`src/rtl/bus_arbiter_pkg.sv`:
```
// Shared types for the bus arbiter: cycle widths, arbiter states and requester ids.
package bus_arbiter_pkg;

  typedef enum logic [1:0] {
    CW_BYTE = 2'd0,
    CW_WORD = 2'd1,
    CW_LONG = 2'd2
  } t_cycle_width;

  typedef enum logic [2:0] {
    IDLE  = 3'd0,
    FETCH = 3'd1,
    DATA  = 3'd2,
    EXT   = 3'd3,
    TURN  = 3'd4
  } t_arb_state;

  typedef enum logic [1:0] {
    REQ_NONE  = 2'd0,
    REQ_FETCH = 2'd1,
    REQ_DATA  = 2'd2,
    REQ_EXT   = 2'd3
  } t_requester;

  localparam int WD_WIDTH = 8;

  // Starvation counter width: wide enough for the limit, never below 3 bits.
  function automatic int starve_width(input int limit);
    int w;
    w = $clog2(limit + 1);
    return (w < 3) ? 3 : w;
  endfunction

endpackage

```
`src/rtl/bus_watchdog.sv`:
```
// Bus cycle watchdog: counts wait-state cycles and flags expiry at TIMEOUT.
module bus_watchdog
  import bus_arbiter_pkg::*;
#(
  parameter int TIMEOUT = 255
) (
  input  logic clock,
  input  logic reset,
  input  logic clear,
  input  logic enable,
  output logic expired
);

  logic [WD_WIDTH-1:0] count;

  assign expired = (count == WD_WIDTH'(TIMEOUT));

  // Holds at the expiry value so the flag stays stable until the next clear.
  always_ff @(posedge clock or posedge reset) begin
    if (reset) begin
      count <= '0;
    end else if (clear) begin
      count <= '0;
    end else if (enable && !expired) begin
      count <= count + WD_WIDTH'(1);
    end
  end

endmodule

```
`src/rtl/bus_arbiter.sv`:
```
// Arbitrates the external bus between fetch, memory-stage data and an external master.
// Valid/ready: a requester holds req and operands until its ack pulse; the slave ends a cycle with bus_ready.
module bus_arbiter
  import bus_arbiter_pkg::*;
#(
  parameter int STARVE_LIMIT = 4,
  parameter int TIMEOUT      = 255
) (
  input  logic         reset,
  input  logic         clock,
  input  logic         fetch_req,
  input  logic [31:0]  fetch_address,
  output logic         fetch_ack,
  input  logic         data_req,
  input  logic         data_write,
  input  logic [31:0]  data_address,
  input  t_cycle_width data_width,
  input  logic [31:0]  data_write_data,
  output logic         data_ack,
  input  logic         ext_req,
  output logic         ext_grant,
  output logic [31:0]  bus_address,
  output logic [31:0]  bus_data_out,
  output t_cycle_width bus_cycle_width,
  output logic         bus_read,
  output logic         bus_write,
  input  logic         bus_ready,
  output logic         fetch_stall,
  output logic         timeout_error,
  output t_arb_state   debug_state
);

  localparam int SW = starve_width(STARVE_LIMIT);

  t_arb_state      state, next_state;
  t_requester      winner;
  logic [SW-1:0]   starve_count;
  logic            in_cycle, cycle_done, expired;
  logic            grant_fetch, grant_data;

  assign in_cycle    = (state == FETCH) || (state == DATA);
  assign cycle_done  = in_cycle && (bus_ready || expired);
  assign grant_fetch = (state == IDLE) && (winner == REQ_FETCH);
  assign grant_data  = (state == IDLE) && (winner == REQ_DATA);
  assign debug_state = state;

  // Priority select: external master, then a starved fetch, then data, then fetch.
  always_comb begin
    winner = REQ_NONE;
    if (ext_req) begin
      winner = REQ_EXT;
    end else if (fetch_req && (starve_count == SW'(STARVE_LIMIT))) begin
      winner = REQ_FETCH;
    end else if (data_req) begin
      winner = REQ_DATA;
    end else if (fetch_req) begin
      winner = REQ_FETCH;
    end
  end

  always_ff @(posedge clock or posedge reset) begin
    if (reset) begin
      state <= IDLE;
    end else begin
      state <= next_state;
    end
  end

  always_comb begin
    next_state = state;
    case (state)
      IDLE: begin
        case (winner)
          REQ_EXT:   next_state = EXT;
          REQ_FETCH: next_state = FETCH;
          REQ_DATA:  next_state = DATA;
          default:   next_state = IDLE;
        endcase
      end
      FETCH, DATA: if (cycle_done) next_state = TURN;
      EXT:         if (!ext_req) next_state = TURN;
      TURN:        next_state = IDLE;
      default:     next_state = IDLE;
    endcase
  end

  always_comb begin
    fetch_ack     = (state == FETCH) && cycle_done;
    data_ack      = (state == DATA) && cycle_done;
    timeout_error = cycle_done && !bus_ready;
    ext_grant     = (state == EXT);
    fetch_stall   = fetch_req && !fetch_ack;
  end

  // Bus outputs are loaded at the grant edge, held through wait states and
  // cleared at the edge that ends the cycle, so TURN and EXT see a quiet bus.
  always_ff @(posedge clock or posedge reset) begin
    if (reset) begin
      bus_address     <= '0;
      bus_data_out    <= '0;
      bus_cycle_width <= CW_LONG;
      bus_read        <= 1'b0;
      bus_write       <= 1'b0;
    end else if (grant_fetch) begin
      bus_address     <= fetch_address;
      bus_data_out    <= '0;
      bus_cycle_width <= CW_LONG;
      bus_read        <= 1'b1;
      bus_write       <= 1'b0;
    end else if (grant_data) begin
      bus_address     <= data_address;
      bus_data_out    <= data_write ? data_write_data : 32'h0;
      bus_cycle_width <= data_width;
      bus_read        <= !data_write;
      bus_write       <= data_write;
    end else if ((next_state != FETCH) && (next_state != DATA)) begin
      bus_address     <= '0;
      bus_data_out    <= '0;
      bus_cycle_width <= CW_LONG;
      bus_read        <= 1'b0;
      bus_write       <= 1'b0;
    end
  end

  always_ff @(posedge clock or posedge reset) begin
    if (reset) begin
      starve_count <= '0;
    end else if (grant_fetch) begin
      starve_count <= '0;
    end else if (data_ack && fetch_req && (starve_count != SW'(STARVE_LIMIT))) begin
      starve_count <= starve_count + SW'(1);
    end
  end

  bus_watchdog #(
    .TIMEOUT (TIMEOUT)
  ) u_watchdog (
    .clock   (clock),
    .reset   (reset),
    .clear   (grant_fetch || grant_data),
    .enable  (in_cycle && !bus_ready),
    .expired (expired)
  );

endmodule
```
`config.mk`:
```
export PLATFORM = sky130hd
export DESIGN_NAME = bus_arbiter
export DESIGN_NICKNAME = d
export VERILOG_FILES = /design/src/rtl/bus_arbiter_pkg.sv /design/src/rtl/bus_watchdog.sv /design/src/rtl/bus_arbiter.sv
export SDC_FILE = /design/constraint.sdc
export NUM_CORES = 1
export LEC_CHECK = 0
export CAP_MARGIN = 20
export CELL_PAD_IN_SITES_DETAIL_PLACEMENT = 1
export CELL_PAD_IN_SITES_GLOBAL_PLACEMENT = 1
export CORE_MARGIN = 1
export CORE_UTILIZATION = 50
export DETAILED_ROUTE_END_ITERATION = 8
export DONT_BUFFER_PORTS = 1
export PLACE_DENSITY_LB_ADDON = 0.1
export SYNTH_ARGS = -nofsm -noshare
export SYNTH_HDL_FRONTEND = slang
export SYNTH_SLANG_ARGS = --single-unit
```
`constraint.sdc`:
```
create_clock -name clock -period 4.3 [get_ports clock]
set_input_delay 0.86 -clock clock [delete_from_list [all_inputs] [get_ports clock]]
set_output_delay 0.86 -clock clock [all_outputs]
set_load 0.02 [all_outputs]
```
==> impl_metrics.json, run 1 <==
{
  "grt_max_degree": 56,
  "ys_types": 45,
  "required_ns": 3.44,
  "worst_pin_slew_ns": 1.00,
  "cts.sinks": 82,
  "area.growth.synth_to_final_pct": 9.23,
  "numCtsBuffers": 9,
  "cts_buffer_depth": 2,
  "tns_ns": 0,
  "yosysSeqAreaShare": 0.576,
  "synth-async-reset-ratio": 1.00,
  "rsz0062_at_grt": "false",
  "final_nets": 425,
  "antenna_found_initial": 0,
  "synthTopCellsByCount": "dfrtp_1, inv_1, a22o_1",
  "pwr_density_cell_nw_per_um2": 709,
  "die_w_um": 86.4,
  "drt_iter0_markers": 79,
  "cts_hold_buf": 0,
  "pre_cts_slack_ns": 1.31,
  "routed_wl_um": 8590,
  "n_fill_cell": 732,
  "rr_worst_depth": 6,
  "netlist.area_leader.share": 0.569,
  "endpoint_kind": "output port",
  "cp-endpoint": "fetch_stall",
  "port_buffers": 0,
  "grt-ovfl-total": 0,
  "crit_arrival_ns": 1.99,
  "grt_use_total": 0.235,
  "seq_area_um2": 2050,
  "antennaDiodeCount": 0,
  "synthTopCellsByArea": "dfrtp_1, a22o_1, a22oi_1",
  "fp.dieArea_um2": 7470,
  "clkTransAtPathRegs_ns": 0.10,
  "io_pins": 181,
  "postSynthAreaPerCell_um2": 11.1,
  "r2r-end": "bus_address[26]",
  "cts_tree": "yes",
  "r2r_slack_ns": 1.51,
  "clock_latency_ns": 0.36,
  "slew_headroom": 0.332,
  "crit_start": "debug_state[2]",
  "routabilityCongestion": 0.774,
  "core_um2": 6830,
  "clockRootBuffer": "clkbuf_8",
  "drtAntennaViolNets": 0,
  "yosysWarnings": 0,
  "status": "completed",
  "netlist_instances": 320,
  "ys_seq_elements": 82,
  "num_rows": 30,
  "synthFlopType": "dfrtp_1",
  "p_switching_w": 0.00122,
  "min_period_ns": 2.85,
  "comb_power_share": 0.287,
  "maxCapViolCount": 0,
  "chipHeight_um": 86.4,
  "hold_class": "in2async",
  "drc_errors": 0,
  "synth.most_common_cell": "dfrtp_1",
  "swShare": 0.441,
  "htree_levels": 3,
  "syn_nets": 428,
  "viasPerCell": 6.13,
  "p_leak_nw": 1.73,
  "power.share.sequential": 0.480,
  "multi_input_area_um2": 1290,
  "min_period_over_period": 0.663,
  "finalMaxSlewViolations": 0,
  "firstDrtPassIters": 4,
  "start_util": 0.522,
  "hpwl_um": 6120,
  "crit_path_start_kind": "register",
  "grt_pass1_wl_um": 13000,
  "hold_viol": 0,
  "drive_gt1_frac": 0.102,
  "post_drt_wl_per_cell_um": 20.5,
  "path_class": "reg2out",
  "cts_resized": 0,
  "synth_edf_count": 0,
  "setup_ws_ns": 1.45,
  "dr_total_vias": 2564,
  "ir_drop_mv": 0.245,
  "fin_skew_ns": 0.0121,
  "syn_area_um2": 3560,
  "power.internal_w": 0.00154,
  "clockPowerShare": 0.233,
  "grt_pass1_vias": 2579,
  "yosys.area.top_type": "dfrtp_1",
  "setup_viol": 0,
  "reg2reg_from": "debug_state[1]",
  "fmax_ghz": 0.351,
  "post_cts_buffers": 0,
  "path_max_fanout": 9
}
==> metal layers <==
layer,GRT usage,up-vias,routed length [µm]
met2,0.399,117,4390
met1,0.267,1281,3380
li1,-,1152,-
met5,0,-,0
met4,0.0985,0,184
met3,0.0867,14,631
==> layout by cell type (no fill, tap or decap), types with 2 or more instances in the layout <==
cell       Yosys  layout
a22oi_1       33      33
a22o_1        34      34
inv_6          0       2
ha_1           3       3
bufinv_16      0       2
mux2i_1        2       2
o21ai_1        6       6
dfrtp_1       81      81
nand3_1        7       7
clkbuf_8       0       9
nand2_1       12      12
or4_1          2       2
nor2_1        10      10
and3_1         3       3
xnor2_1        2       2
nor3_1         2       2
o31ai_1        3       3
clkinv_4       0       2
o22ai_4        2       2
a21oi_1        6       6
o21ai_0       30      30
and2_1         2       2
buf_4          0       3
inv_1         38      37
==> power groups by stage <==
| stage | Combinational, W | Clock, W | Sequential, W |
|---|---|---|---|
| global placement | 0.000769 | 0 | 0.00133 |
| finish | 0.000792 | 0.000643 | 0.00133 |
| CTS | 0.000798 | 0.000657 | 0.00133 |
| global route | 0.000886 | 0.000692 | 0.00135 |
| floorplan | 0.000656 | 0 | 0.00128 |
| detailed placement | 0.000793 | 0 | 0.00134 |
==> final cells by class <==
cell class | count | area share
Clock buffer | 9 | 0.0318
Tap cell | 96 | 0.0309
Inverter | 38 | 0.0370
Timing Repair Buffer | 4 | 0.0129
Multi-Input combinational cell | 182 | 0.333
Sequential cell | 82 | 0.527
Clock inverter | 7 | 0.0273
==> worst min path at each step <==
stage,end,slack [ns],from,depth (start not counted)
after floorplan,u_watchdog.count[3],0.49,u_watchdog.count[3],1
after global placement,u_watchdog.count[3],0.53,u_watchdog.count[3],1
after detailed placement,u_watchdog.count[3],0.53,u_watchdog.count[3],1
after CTS,u_watchdog.count[3],0.55,u_watchdog.count[3],1
after global routing,bus_cycle_width[1],0.58,bus_cycle_width[1],1
final,bus_data_out[7],0.55,reset,1
==> cell families (layout without fill, tap and decap cells) <==
| logic type | after synthesis | count (layout) | share of synthesized area |
|---|---|---|---|
| compound gates | 124 | 124 | 0.258 |
| flops | 82 | 82 | 0.576 |
| buf+inv | 56 | 58 | 0.0604 |
| simple gates | 48 | 48 | 0.0730 |
| xor+xnor | 5 | 5 | 0.0165 |
| fa+ha+maj | 3 | 3 | 0.0105 |
| mux | 2 | 2 | 0.00562 |
==> flip-flops by register name (all words and copies together) (netlist names) <==
signal,flops
bus_read,1
bus_address,32
bus_write,1
debug_state,3
starve_count,3
u_watchdog.count,8
bus_cycle_width,2
bus_data_out,32
==> worst max-delay path, stage by stage, from the launching register on <==
cell and delay, ns:
dfrtp_1 0.54, or3b_1 0.50, nor2_1 0.39, nor2b_1 0.21
==> metrics by stage <==
| step | util | power (W) | std cells | hold slack [ns] | cell area, µm² |
|---|---|---|---|---|---|
| CTS | 0.566 | 0.00278 | 417 | 0.546 | 3860 |
| global placement | 0.532 | 0.00210 | 401 | 0.526 | 3630 |
| global route | 0.570 | 0.00293 | 418 | 0.576 | 3890 |
| detailed placement | 0.532 | 0.00213 | 401 | 0.533 | 3630 |
| finish | 0.570 | 0.00276 | 418 | 0.548 | 3890 |
| floorplan | - | 0.00193 | 320 | 0.491 | 3560 |
(Power assumes the default switching activity.)
==> inputs of run 2 (changes only) <==
--- a/config.mk
+++ b/config.mk
@@ -9,7 +9,7 @@
 export CELL_PAD_IN_SITES_DETAIL_PLACEMENT = 1
 export CELL_PAD_IN_SITES_GLOBAL_PLACEMENT = 1
 export CORE_MARGIN = 1
-export CORE_UTILIZATION = 50
+export CORE_UTILIZATION = 46
 export DETAILED_ROUTE_END_ITERATION = 8
 export DONT_BUFFER_PORTS = 1
 export PLACE_DENSITY_LB_ADDON = 0.1
==> constraint.sdc (replaced) <==
create_clock -name clock -period 2.9 [get_ports clock]
set_input_delay 0.58 -clock clock [delete_from_list [all_inputs] [get_ports clock]]
set_output_delay 0.58 -clock clock [all_outputs]
set_load 0.02 [all_outputs]
==> impl_metrics.json, run 2 (synthesized netlist as in run 1, its figures left out) <==
{
  "status": "completed",
  "path_max_fanout": 9,
  "cp.depth": 3,
  "die_w_um": 90.0,
  "grt_max_degree": 43,
  "slowest_stage": "dfrtp_1",
  "fp.dieArea_um2": 8100,
  "grt-ovfl-total": 0,
  "rr_worst_depth": 7,
  "viasPerCell": 6.02,
  "drc_errors": 0,
  "io_pins": 181,
  "fin_area_um2": 3860,
  "grt_pass1_vias": 2603,
  "area.growth.synth_to_final_pct": 8.46,
  "numCtsBuffers": 9,
  "fmax_ghz": 0.390,
  "clockRootBuffer": "clkbuf_8",
  "reg_top3": "bus_address x32, bus_data_out x32, u_watchdog.count x8",
  "chipHeight_um": 90.0,
  "ir_drop_mv": 0.388,
  "post_cts_buffers": 0,
  "layout_commonest_cell": "dfrtp_1",
  "crit_family": "simple AND/OR/NAND/NOR gates",
  "r2r_slack_ns": 0.56,
  "min_period_ns": 2.56,
  "pwr_density_cell_nw_per_um2": 1030,
  "dr_total_vias": 2554,
  "required_ns": 2.32,
  "p_leak_nw": 1.72,
  "drtAntennaViolNets": 0,
  "crit_arrival_ns": 1.98,
  "path_cells": "or3b_1, nor2_1, nor2b_1",
  "num_rows": 31,
  "dpl_cell_area_um2": 3670,
  "setup_viol": 0,
  "post_drt_wl_per_cell_um": 21.0,
  "cts_resized": 0,
  "maxCapViolCount": 0,
  "core_um2": 7370,
  "r2r-end": "bus_address[26]",
  "clock_latency_ns": 0.35,
  "firstDrtPassIters": 4,
  "tns_ns": 0,
  "fin_skew_ns": 0.00911,
  "cts_tree": "yes",
  "min_period_over_period": 0.884,
  "drt_iter0_markers": 126,
  "drive_gt1_frac": 0.111,
  "reg2reg_from": "debug_state[1]",
  "crit_path_start_kind": "register",
  "hpwl_um": 6420,
  "port_buffers": 0,
  "rsz0062_at_grt": "false",
  "hold_class": "in2async",
  "antenna_found_initial": 0,
  "htree_levels": 3,
  "worst_pin_slew_ns": 0.794,
  "antennaDiodeCount": 0,
  "routabilityCongestion": 0.759,
  "post-route-util": 0.524,
  "grt_pass1_wl_um": 14300,
  "endpoint_kind": "output port",
  "cp_slowest_stage_delay_ns": 0.56,
  "cts.sinks": 82,
  "final_nets": 428,
  "clkTransAtPathRegs_ns": 0.10,
  "start_util": 0.484,
  "path_class": "reg2out",
  "finalMaxSlewViolations": 0,
  "crit_buf_inv": 0,
  "routed_wl_um": 8900,
  "grt_use_total": 0.228,
  "cts_buffer_depth": 2,
  "cts_hold_buf": 0,
  "slew_headroom": 0.466,
  "hold_viol": 0,
  "layout_common_cells": "dfrtp_1, inv_1, a22o_1"
}
[run 2: worst max path at each step]
| stage | from | endpoint | slack (ns) |
|---|---|---|---|
| 2_1_floorplan | reset | bus_address[0] | 0.21 |
| 3_3_place_gp | debug_state[1] | u_watchdog.count[0] | 0.65 |
| 3_5_place_dp | debug_state[1] | bus_address[26] | 0.51 |
| 4_1_cts | u_watchdog.count[0] | fetch_stall | 0.32 |
| 5_1_grt | debug_state[2] | fetch_stall | 0.26 |
| 6_report | debug_state[2] | fetch_stall | 0.34 |
[run 2: final cells by class]
cell class | count | area, µm²
Fill cell | 795 | 3500
Clock buffer | 9 | 124
Clock inverter | 7 | 72.6
Timing Repair Buffer | 7 | 52.6
Multi-Input combinational cell | 182 | 1290
Tap cell | 99 | 124
Sequential cell | 82 | 2050
Inverter | 38 | 144
[run 2: power by group]
part           total, W  leakage (nW)  switching (W)  internal [W]
combinational   0.00121         0.511       0.000808      0.000401
sequential      0.00197          1.11       0.000553       0.00142
clock          0.000816        0.0902       0.000480      0.000336
total           0.00399          1.72        0.00184       0.00215
[run 2: routing by layer]
metal	vias up	wire length [µm]	global-route usage
li1	1154	-	-
met1	1274	3740	0.289
met2	114	4310	0.363
met3	12	681	0.0711
met4	0	170	0.0914
met5	-	0	0
[run 2: metrics by stage]
step | power (W) | setup WS [ns] | std cells | hold WS [ns]
3_3_place_gp | 0.00318 | 0.650 | 408 | 0.521
2_1_floorplan | 0.00287 | 0.213 | 320 | 0.491
3_5_place_dp | 0.00322 | 0.510 | 408 | 0.528
4_1_cts | 0.00404 | 0.321 | 424 | 0.228
6_report | 0.00399 | 0.337 | 424 | 0.208
5_1_grt | 0.00426 | 0.263 | 424 | 0.246
